--- src/rtl/parity_rx_pkg.sv ---
// Shared definitions for the even-parity serial link: receiver state encoding
// and the parity reduction used by both generator and receiver.
package parity_rx_pkg;

  typedef enum logic [2:0] {
    ST_IDLE   = 3'd0,
    ST_START  = 3'd1,
    ST_DATA   = 3'd2,
    ST_PARITY = 3'd3,
    ST_STOP   = 3'd4
  } rx_state_t;

  // Widest data word either side of the link supports.
  localparam int unsigned MAX_DATA_W = 16;

  // Returns 1 when data plus parity bit hold an odd number of ones, i.e. the
  // even-parity check failed. Narrower words are zero-extended by the caller.
  function automatic logic even_parity_fail(input logic [MAX_DATA_W-1:0] data,
                                            input logic                  par);
    return ^{data, par};
  endfunction

endpackage

--- src/rtl/sync_2ff.sv ---
// Two-flop synchronizer for an asynchronous level. Resets to 1 so an idle-high
// serial line does not look like a start edge when reset is released.
module sync_2ff (
  input  logic clk,
  input  logic rst,
  input  logic d,
  output logic q
);

  logic meta;

  // Two-stage capture of the asynchronous input.
  always_ff @(posedge clk or posedge rst) begin
    if (rst) begin
      meta <= 1'b1;
      q    <= 1'b1;
    end else begin
      meta <= d;
      q    <= meta;
    end
  end

endmodule

--- src/rtl/parity_frame_rx.sv ---
// Serial receiver for even-parity frames: start(0), DATA_W data bits LSB
// first, one even-parity bit, stop(1). Each bit is sampled once at mid-period.
module parity_frame_rx
  import parity_rx_pkg::*;
#(
  parameter int unsigned DATA_W       = 4,
  parameter int unsigned CLKS_PER_BIT = 16
) (
  input  logic              clk,
  input  logic              rst,
  input  logic              rx_in,
  output logic [DATA_W-1:0] data_out,
  output logic              data_valid,
  output logic              parity_err,
  output logic              frame_err,
  output logic              busy
);

  localparam int unsigned CNT_W = $clog2(CLKS_PER_BIT);
  localparam int unsigned BIT_W = $clog2(DATA_W + 1);

  localparam logic [CNT_W-1:0] HALF_LAST = CNT_W'(CLKS_PER_BIT / 2 - 1);
  localparam logic [CNT_W-1:0] FULL_LAST = CNT_W'(CLKS_PER_BIT - 1);
  localparam logic [BIT_W-1:0] LAST_BIT  = BIT_W'(DATA_W - 1);

  logic              rx_s;
  logic              rx_prev;
  rx_state_t         state;
  logic [CNT_W-1:0]  clk_cnt;
  logic [BIT_W-1:0]  bit_cnt;
  logic [DATA_W-1:0] shift;
  logic              parity_bit;

  sync_2ff u_sync (
    .clk (clk),
    .rst (rst),
    .d   (rx_in),
    .q   (rx_s)
  );

  // History flop for falling-edge start detection.
  always_ff @(posedge clk or posedge rst) begin
    if (rst) begin
      rx_prev <= 1'b1;
    end else begin
      rx_prev <= rx_s;
    end
  end

  // Frame FSM with registered outputs; pulses default low every cycle.
  always_ff @(posedge clk or posedge rst) begin
    if (rst) begin
      state      <= ST_IDLE;
      clk_cnt    <= '0;
      bit_cnt    <= '0;
      shift      <= '0;
      parity_bit <= 1'b0;
      data_out   <= '0;
      data_valid <= 1'b0;
      parity_err <= 1'b0;
      frame_err  <= 1'b0;
      busy       <= 1'b0;
    end else begin
      data_valid <= 1'b0;
      parity_err <= 1'b0;
      frame_err  <= 1'b0;
      unique case (state)
        ST_IDLE: begin
          clk_cnt <= '0;
          // Edge rule: a line that stays low (e.g. after a bad stop) never retriggers.
          if (rx_prev && !rx_s) begin
            state <= ST_START;
            busy  <= 1'b1;
          end
        end
        ST_START: begin
          if (clk_cnt == HALF_LAST) begin
            clk_cnt <= '0;
            if (rx_s) begin
              // Glitch shorter than half a bit: drop it silently.
              state <= ST_IDLE;
              busy  <= 1'b0;
            end else begin
              state   <= ST_DATA;
              bit_cnt <= '0;
            end
          end else begin
            clk_cnt <= clk_cnt + CNT_W'(1);
          end
        end
        ST_DATA: begin
          if (clk_cnt == FULL_LAST) begin
            clk_cnt <= '0;
            // Shift in from the top so the first (LSB) bit lands at bit 0.
            shift   <= (shift >> 1) | (DATA_W'(rx_s) << (DATA_W - 1));
            if (bit_cnt == LAST_BIT) begin
              state <= ST_PARITY;
            end else begin
              bit_cnt <= bit_cnt + BIT_W'(1);
            end
          end else begin
            clk_cnt <= clk_cnt + CNT_W'(1);
          end
        end
        ST_PARITY: begin
          if (clk_cnt == FULL_LAST) begin
            clk_cnt    <= '0;
            parity_bit <= rx_s;
            state      <= ST_STOP;
          end else begin
            clk_cnt <= clk_cnt + CNT_W'(1);
          end
        end
        ST_STOP: begin
          if (clk_cnt == FULL_LAST) begin
            // Back to IDLE mid stop bit so a following start edge is caught at once.
            clk_cnt    <= '0;
            state      <= ST_IDLE;
            busy       <= 1'b0;
            data_out   <= shift;
            data_valid <= 1'b1;
            parity_err <= even_parity_fail(MAX_DATA_W'(shift), parity_bit);
            frame_err  <= ~rx_s;
          end else begin
            clk_cnt <= clk_cnt + CNT_W'(1);
          end
        end
        default: begin
          state   <= ST_IDLE;
          clk_cnt <= '0;
          busy    <= 1'b0;
        end
      endcase
    end
  end

endmodule

--- config.mk ---
export PLATFORM = sky130hd
export DESIGN_NAME = parity_frame_rx
export DESIGN_NICKNAME = d
export VERILOG_FILES = /design/src/rtl/parity_rx_pkg.sv /design/src/rtl/sync_2ff.sv /design/src/rtl/parity_frame_rx.sv
export SDC_FILE = /design/constraint.sdc
export NUM_CORES = 1
export LEC_CHECK = 0
export CAP_MARGIN = 30
export CORE_MARGIN = 2
export CORE_UTILIZATION = 50
export DETAILED_ROUTE_END_ITERATION = 6
export PLACE_DENSITY = 0.83
export SYNTH_ARGS = -nofsm -noshare
export SYNTH_HDL_FRONTEND = slang
export SYNTH_SLANG_ARGS = --single-unit
--- constraint.sdc ---
create_clock -name clk -period 1.67 [get_ports clk]
set_clock_uncertainty 0.1 [all_clocks]
set_input_delay 0.167 -clock clk [delete_from_list [all_inputs] [get_ports clk]]
set_output_delay 0.167 -clock clk [all_outputs]
set_load 0.005 [all_outputs]
# == Yosys cells after proc, flatten, opt, wreduce, memory -nomap -nowiden ==
# Cells that the tools add are included.
# word_totals
input_bits,3
elab_cells,74
regBits,26
# op_classes
n_eq_ne,16
n_reduce_logical,13
muxes,27
bitwise_logic,3
n_addsub,2
# ops
op,n
$mux W3,10
$reduce_xor A17 Y1,1
$ne A2 B2 Y1 const B,8
$pmux W3 S5,1
$mux W1,10
$reduce_and A5 Y1,2
$eq A3 B2 Y1 const B,3
$mux W4,2
$pmux W4 S2,1
$pmux W3 S2,1
$reduce_and A2 Y1,3
$reduce_and A6 Y1,1
$add A4 B1 Y4 const B,1
$eq A4 B3 Y1 const B,1
$eq A4 B4 Y1 const B,1
$or A3 B4 Y4,1
$pmux W1 S4,1
$add A3 B1 Y3 const B,1
$eq A3 B1 Y1 const B,1
$eq A3 B3 Y1 const B,1
$logic_not A3 Y1,1
$reduce_or A3 Y1,1
$mux W2,1
$ne A2 B1 Y1 const B,1
5 further kinds,6

# == Logic depth before layout (Yosys ltp) ==
# Gate-level depths: netlist of run 1.
# depth
depth_word,4
depth_mapped,5

# == By module ==
# A second synthesis of run 1 with hierarchy kept.
# hier_totals
hier_cells,105
area_unflattened_um2,1196.1
# by_module_without_submodules
module,seq_area_each_um2,instances,area_each_um2,cells_per_inst
parity_frame_rx,601.8,1,1139.8,102
sync_2ff,52.6,1,56.3,3

# == Worst setup path before layout of run 1 ==
# Ideal clock, no wire load.
# synth_path
path_type,register to register
start,register clk_cnt[0]
end,register busy
path_slack_ns,0.063
arrival_time_ns,1.443
n_path_buf,1
period_less_slack_ns,1.607
stages_incl_launch_ff,6
path_cell_list,dfrtp_1 ha_1 and3_1 buf_6 a2111oi_4 a211o_1
# synth_between
elab_chain_cells,3
# synth_rtl
element,line_no,rtl
start: declaration,parity_frame_rx.sv:29,logic [CNT_W-1:0] clk_cnt;
start signal: assignment,parity_frame_rx.sv:88,clk_cnt <= clk_cnt + CNT_W'(1);
start signal: assignment,parity_frame_rx.sv:102,clk_cnt <= clk_cnt + CNT_W'(1);
start signal: assignment,parity_frame_rx.sv:111,clk_cnt <= clk_cnt + CNT_W'(1);
$eq A4 B4 Y1 / $eq A4 B3 Y1 (equally long branches),"parity_frame_rx.sv:115, parity_frame_rx.sv:77",
$ne A2 B2 Y1 (no line),--,
$reduce_and A5 Y1 (no line) *,--,
end signal: assignment,parity_frame_rx.sv:82,busy <= 1'b0;
end signal: assignment,parity_frame_rx.sv:119,busy <= 1'b0;
end signal: assignment,parity_frame_rx.sv:131,busy <= 1'b0;
end: declaration,parity_frame_rx.sv:16,output logic busy
# Mark *: on every way between the ends. The rest lies on a longest branch, timed or not.
# A chain may end at the register's enable or synchronous reset.

# == Final worst setup path of run 1 ==
# layout_path
start,register bit_cnt[0]
end,register bit_cnt[0]
# layout_between
elab_chain_cells,4
# layout_rtl
element,line_no,rtl
start: declaration,parity_frame_rx.sv:30,logic [BIT_W-1:0] bit_cnt;
start signal: assignment,parity_frame_rx.sv:99,bit_cnt <= bit_cnt + BIT_W'(1);
$add A3 B1 Y3,parity_frame_rx.sv:99,
$mux W3,parity_frame_rx.sv:96,if (bit_cnt == LAST_BIT) begin
$mux W3,parity_frame_rx.sv:92,if (clk_cnt == FULL_LAST) begin
$pmux W3 S2,parity_frame_rx.sv:67,unique case (state)
# Several ways; a longest one is shown, not always the timed one. The select of a mux whose other input is x is not followed.

==> results of run 1 <==
[registers in the layout, summed over array words and instances (netlist names)]
signal,count
bit_cnt,3
busy,1
clk_cnt,4
data_out,4
data_valid,1
frame_err,1
parity_bit,1
parity_err,1
rx_prev,1
shift,4
state,3
u_sync.meta,1
u_sync.q,1
[per-stage QoR]
stage	util (%)	setup slack [ns]	power, uW
detailed placement	59.0	-0.0199	1380
floorplan	-	0.0626	1200
finish	63.3	-0.0143	1850
global route	63.3	-0.0606	1960
CTS	61.7	0.00232	1840
global placement	59.0	0.0190	1350
[metal layers]
layer  track usage [%]  vias to the layer above
li1                  -                      421
met4              10.0                        0
met1              23.7                      429
met2              33.9                       34
met3              3.28                        5
met5                 0                        -
[worst max-delay path: cells and delay by family, from the launching register on]
kind / cells / cell delay, ns
flip-flops: 1 / 0.44
AND/OR/NAND/NOR: 1 / 0.40
adder cells (fa/ha/maj): 2 / 0.37
AO/OA/AOI/OAI: 2 / 0.27
[cell usage in the layout (no fill, tap or decap), types with 2 or more instances in the layout]
master and instances:
nand2_1 5, a31oi_1 4, a21oi_1 4, nor2_1 3, and2_1 4, xor2_1 3, buf_4 10, xnor2_1 3
clkbuf_4 3, mux2_2 9, clkdlybuf4s50_1 10, dfrtp_1 23, nand3_1 6, or3b_2 2, inv_1 6, dfstp_2 3
[how the worst max path moves through the flow]
stage / end / slack, ns / cells after the start
6_report: bit_cnt[0] / -0.01 / 5
5_1_grt: bit_cnt[0] / -0.06 / 5
4_1_cts: busy / 0.002 / 4
3_5_place_dp: bit_cnt[2] / -0.02 / 5
3_3_place_gp: bit_cnt[1] / 0.02 / 5
2_1_floorplan: busy / 0.06 / 5
[cell type report]
type | count | area (um^2) | area share [%]
timing repair buffer | 20 | 175 | 11.3
inverter | 6 | 22.5 | 1.45
clock buffer | 3 | 22.5 | 1.45
sequential | 26 | 654 | 42.1
tap | 30 | 37.5 | 2.42
clock inverter | 1 | 30.0 | 1.93
multi-input combinational | 71 | 612 | 39.4
[power breakdown]
part	switching (uW)	internal, uW
registers	99.9	726
logic	278	300
clock network	198	243
total	576	1270
[logic make-up after synthesis]
logic type	synth area share, %
AO/OA/AOI/OAI	11.4
adder cells (fa/ha/maj)	2.95
flip-flops	51.4
AND/OR/NAND/NOR	16.3
multiplexers	7.96
buffers and inverters	4.03
XOR/XNOR	5.90
[timing repair]
action / in CTS / in global routing
hold endpoints to repair: 0 / 0
endpoints found under the setup margin: 3 / 14
pin swaps: 0 / 2
resized for setup: 5 / 7
setup buffers: 0 / 1
==> impl_results.md, run 1 <==
* Hold Crit Class: in -> async
* Ys Warns at 0
* Final period util at 101%
* Synth async-reset ratio at between 90% and 100%
* Worst-skew pair later-pin latency at about 0.33 ns
* Synthesized Nets at about 110
* WL/cell at 16.0 um
* Crit path launch: bit_cnt[0]
* Post-DP Area at 1450 um^2
* Clk sinks at 26
* DRT iter0 DRCs at 20
* Core ar. at around 2500 um^2
* DR WL met2 at ~1300 um
* Cell Area, Synth at 1270 um^2
* FMAX at 0.594 GHz
* Synth top area share at approximately 45%
* RR Startpoint: bit_cnt[0]
* Slew Limit Fails at 0
* TritonCTS clock tree: built
* FF+latch count, synth at 26
* Yosys cell types at 38
* H-Tree Depth at 1
* Design area at between 1500 and 2000 um^2
* WL met3 at 123 um
* Worst Path Class, Setup: reg -> reg
* HPWL after DPL at around 1800 um
* Hold-fix buffers, CTS at 0
* R2R Setup Slk at -0.01 ns
* VDD IR max at slightly above 0.8 mV
* First-pass GRT wire length at between 4000 and 5000 um
* Gr usage total at 19.8%
* Die Ht at 54.4 um
* Crit path DAT at roughly 1.8 ns
* Leak Pwr at 0.000677 uW
* Max transition margin at ~72%
* Final hold slack at between 0.07 and 0.08 ns
* RSZ-0062 raised after global routing: yes
* Initial Util at between 50 and 60%
* Number of routed nets with antenna violations at 0
* Clock transition at the registers of the reported paths at 0.14 ns
* # fillers at approximately 190
* Routed met1 length at 1010 um
* Initial antenna violation count at 0
* Crit-path cells: ha_2, ha_4, or3b_4, o21ai_2, a31oi_1
* Failing checks: negative setup slack
* Most repeated cell in the gate-level netlist after synthesis: dfrtp_1
* Layout cells sized above 1 at 31.5%
* Max FO, Critical Path at 3
* Slowest stage delay, CP at around 0.44 ns
* CTS Buf Count at 3
* Synth Area per Inst at 11.9 um^2
* Commonest cells in the netlist: 23 x dfrtp_1, 9 x mux2_2, 6 x inv_1, 6 x nand3_1, 5 x nand2_1
* PwrDens at approximately 1200 nW/um^2
* Sequential-to-total area share from yosys stat at 51.4%
* Max Root-Sink Buffers at 2
* Yosys top cell by area: dfrtp_1
* Post-route DRC at 0
* Actual slew at the worst max-slew pin at around 0.41 ns
* CP max-delay cell: dfrtp_1
* Row cnt at 18
* Worst setup EP type: register
* Fin worst setup slack at -0.0143 ns
* First-pass iteration count of the detailed router at 4
* DRT Wirelength at around 2500 um
* Die area at 2960 um^2
* Vias in the first global route at 910
* Reg-to-reg endpoint: bit_cnt[0]
* Cells after synthesis at roughly 110
* I/O pins at 11
* Nets at 134
* Vias per cell at about 5.7
* Hold Violations, Final at 0
* Largest net degree at the start of global routing at 27
* Die Wd at between 50 and 60 um
* Fin cells at 157
* Clk Tree Root Cell: clkbuf_4
* Max_cap viols at 0
* Final Critical Period at 1.68 ns
* Final setup TNS at -0.0143 ns
* Gr ovfl total at 0
* Number of synthesized flops with an enable pin at 0
* Post-synth top flop: dfrtp_1
* Outcome: complete, but fails checks
* Final setup violation count at 1
* Leading cell types by total area after synthesis: dfrtp_1 45%, mux2_2 8.0%, dfstp_2 6.2%, ha_1 2.9%, nand3_1 2.4%
* Req. time, crit path at between 1.5 and 2 ns
* Area Overhead vs Synth at 22.1%
* Placed insts at 152
* Routed via count at roughly 890
* Cell depth of the worst flop-to-flop path at 5
* Critical path startpoint category: register
* Top sig layer: met4
* Antenna Cells at 0
* PortBufs at 10
* GPL Wtd Cong at 0.809
No activity file was read; power rests on OpenSTA's default activity.
==> run 2, diff against run 1 <==
- PLACE_DENSITY: 0.83 -> 0.73
- clock period: 1.67 -> 1.4 ns (I/O delays scaled with it)
==> impl_results.md, run 2 (synthesis results as in run 1) <==
* Critical path startpoint category: register
* PwrDens at around 1400 nW/um^2
* Final Critical Period at between 1.5 and 2 ns
* Routed via count at between 900 and 1000
* Gr usage total at a little over a fifth
* Clk Tree Root Cell: clkbuf_4
* Die Ht at between 50 and 60 um
* WL/cell at 16.4 um
* Reg-to-reg endpoint: bit_cnt[1]
* TritonCTS clock tree: built
* Actual slew at the worst max-slew pin at 0.345 ns
* Clock transition at the registers of the reported paths at around 0.14 ns
* Initial Util at between 50% and 60%
* Gr ovfl total at 0
* Leak Pwr at about 0.00088 uW
* Layout cells sized above 1 at roughly half
* Worst setup EP type: register
* Vias per cell at approximately 5.4
* HPWL after DPL at between 1500 and 2000 um
* Largest net degree at the start of global routing at 27
* Clk sinks at 26
* Fin worst setup slack at -0.223 ns
* Crit path DAT at between 1.5 and 2 ns
* Die Wd at between 50 and 60 um
* Worst Path Class, Setup: reg -> reg
* Final core utilization at 75.2%
* Commonest non-fill, non-tap cell in the layout: buf_4
* FMAX at 0.616 GHz
* Max_cap viols at 0
* Req. time, crit path at ~1.5 ns
* R2R Setup Slk at -0.22 ns
* Max Root-Sink Buffers at 2
* Placed insts at 170
* Fin cells at between 150 and 200
* Worst-skew pair later-pin latency at between 0.3 and 0.4 ns
* CP max-delay cell: dfrtp_1
* I/O pins at 11
* Core ar. at 2450 um^2
* Commonest non-fill, non-tap cells in the layout: 31 x buf_4, 22 x dfrtp_1, 8 x mux2_4, 8 x dlygate4sd2_1
* Cell depth of the worst flop-to-flop path at 5
* Final hold slack at approximately 0.020 ns
* VDD IR max at 1.22 mV
* Slew Limit Fails at 0
* CTS Buf Count at 3
* Max FO, Critical Path at 2
* Hold-fix buffers, CTS at 0
* Nets at 159
* Largest registers: clk_cnt x4, data_out x4, shift x4
* First-pass GRT wire length at 4420 um
* RR Startpoint: bit_cnt[1]
* Number of routed nets with antenna violations at 0
* RSZ-0062 raised after global routing: yes
* Outcome: complete, but fails checks
* Area Overhead vs Synth at 45.1%
* Final setup violation count at 17
* Slowest stage delay, CP at a little over 0.4 ns
* Hold Crit Class: in -> async
* GPL Wtd Cong at 0.765
* Post-route DRC at 0
* Crit-path cells: ha_2, ha_4, or3b_4, nor2_4, o221ai_2
* Row cnt at 18
* Crit path launch: bit_cnt[1]
* Max transition margin at approximately three quarters
* Failing checks: negative setup slack
* Antenna Cells at 0
* H-Tree Depth at 1
* Hold Violations, Final at 0
* Vias in the first global route at approximately 920
* DRT Wirelength at approximately 3000 um
* Final setup TNS at -1.86 ns
* Initial antenna violation count at 0
* DRT iter0 DRCs at 36
* Place WS at -0.274 ns
* Die area at about 3000 um^2
* PortBufs at 10
* First-pass iteration count of the detailed router at 4
* Final period util at 116%
## run 2: cell types whose count changed in the layout (fill, tap and decap cells not counted), sizes merged
cell           change
buf               +25
clkdlybuf4s50      -8
dlygate4sd2        +8
## run 2: layout make-up
| class | count | area [um^2] |
|---|---|---|
| fillers | 168 | 608 |
| multi-input cells | 71 | 702 |
| clock buffers | 3 | 22.5 |
| well taps | 30 | 37.5 |
| inverters | 6 | 22.5 |
| clock inverters | 1 | 30.0 |
| flip-flops and latches | 26 | 656 |
| repair buffers | 45 | 377 |
## run 2: repair_timing
action                     4_1_cts  5_1_grt
setup endpoints to repair       26       23
pin swaps                        7        9
gates resized for setup         17       10
setup buffers                    6        2
## run 2: metrics by stage
step	power, uW	cell area [um^2]
after floorplan	1470	1340
after global placement	1790	1660
after detailed placement	1820	1660
after CTS	2410	1790
after global routing	2650	1850
final	2510	1850
## run 2: worst max-delay path, delay by kind of cell (launching register included)
kind | cells | cell delay [ns]
adders and majority gates | 2 | 0.37
DFF | 1 | 0.41
AOI/OAI and AO/OA | 1 | 0.11
and+or+nand+nor | 2 | 0.52
## run 2: worst max-delay path by stage
stage	to	slack (ns)	cells after the start
6_report	bit_cnt[1]	-0.22	5
5_1_grt	bit_cnt[1]	-0.24	5
4_1_cts	bit_cnt[1]	-0.23	5
3_5_place_dp	bit_cnt[1]	-0.27	5
3_3_place_gp	bit_cnt[2]	-0.14	5
2_1_floorplan	bit_cnt[1]	-0.13	5
## run 2: power breakdown
group	leakage [uW]	internal (uW)	switching, uW
sequential	0.000333	866	112
combinational	0.000521	566	441
clock	0.0000279	290	231
## run 2: per-layer routing
layer | share of wire (%) | routed length (um) | GRT usage [%] | up-vias
met3 | 2.7 | 81 | 3.28 | 4
li1 | - | - | - | 470
met2 | 50 | 1500 | 36.1 | 23
met5 | 0 | 0 | 0 | -
met1 | 46 | 1360 | 29.0 | 482
met4 | 1.6 | 47 | 5.00 | 0
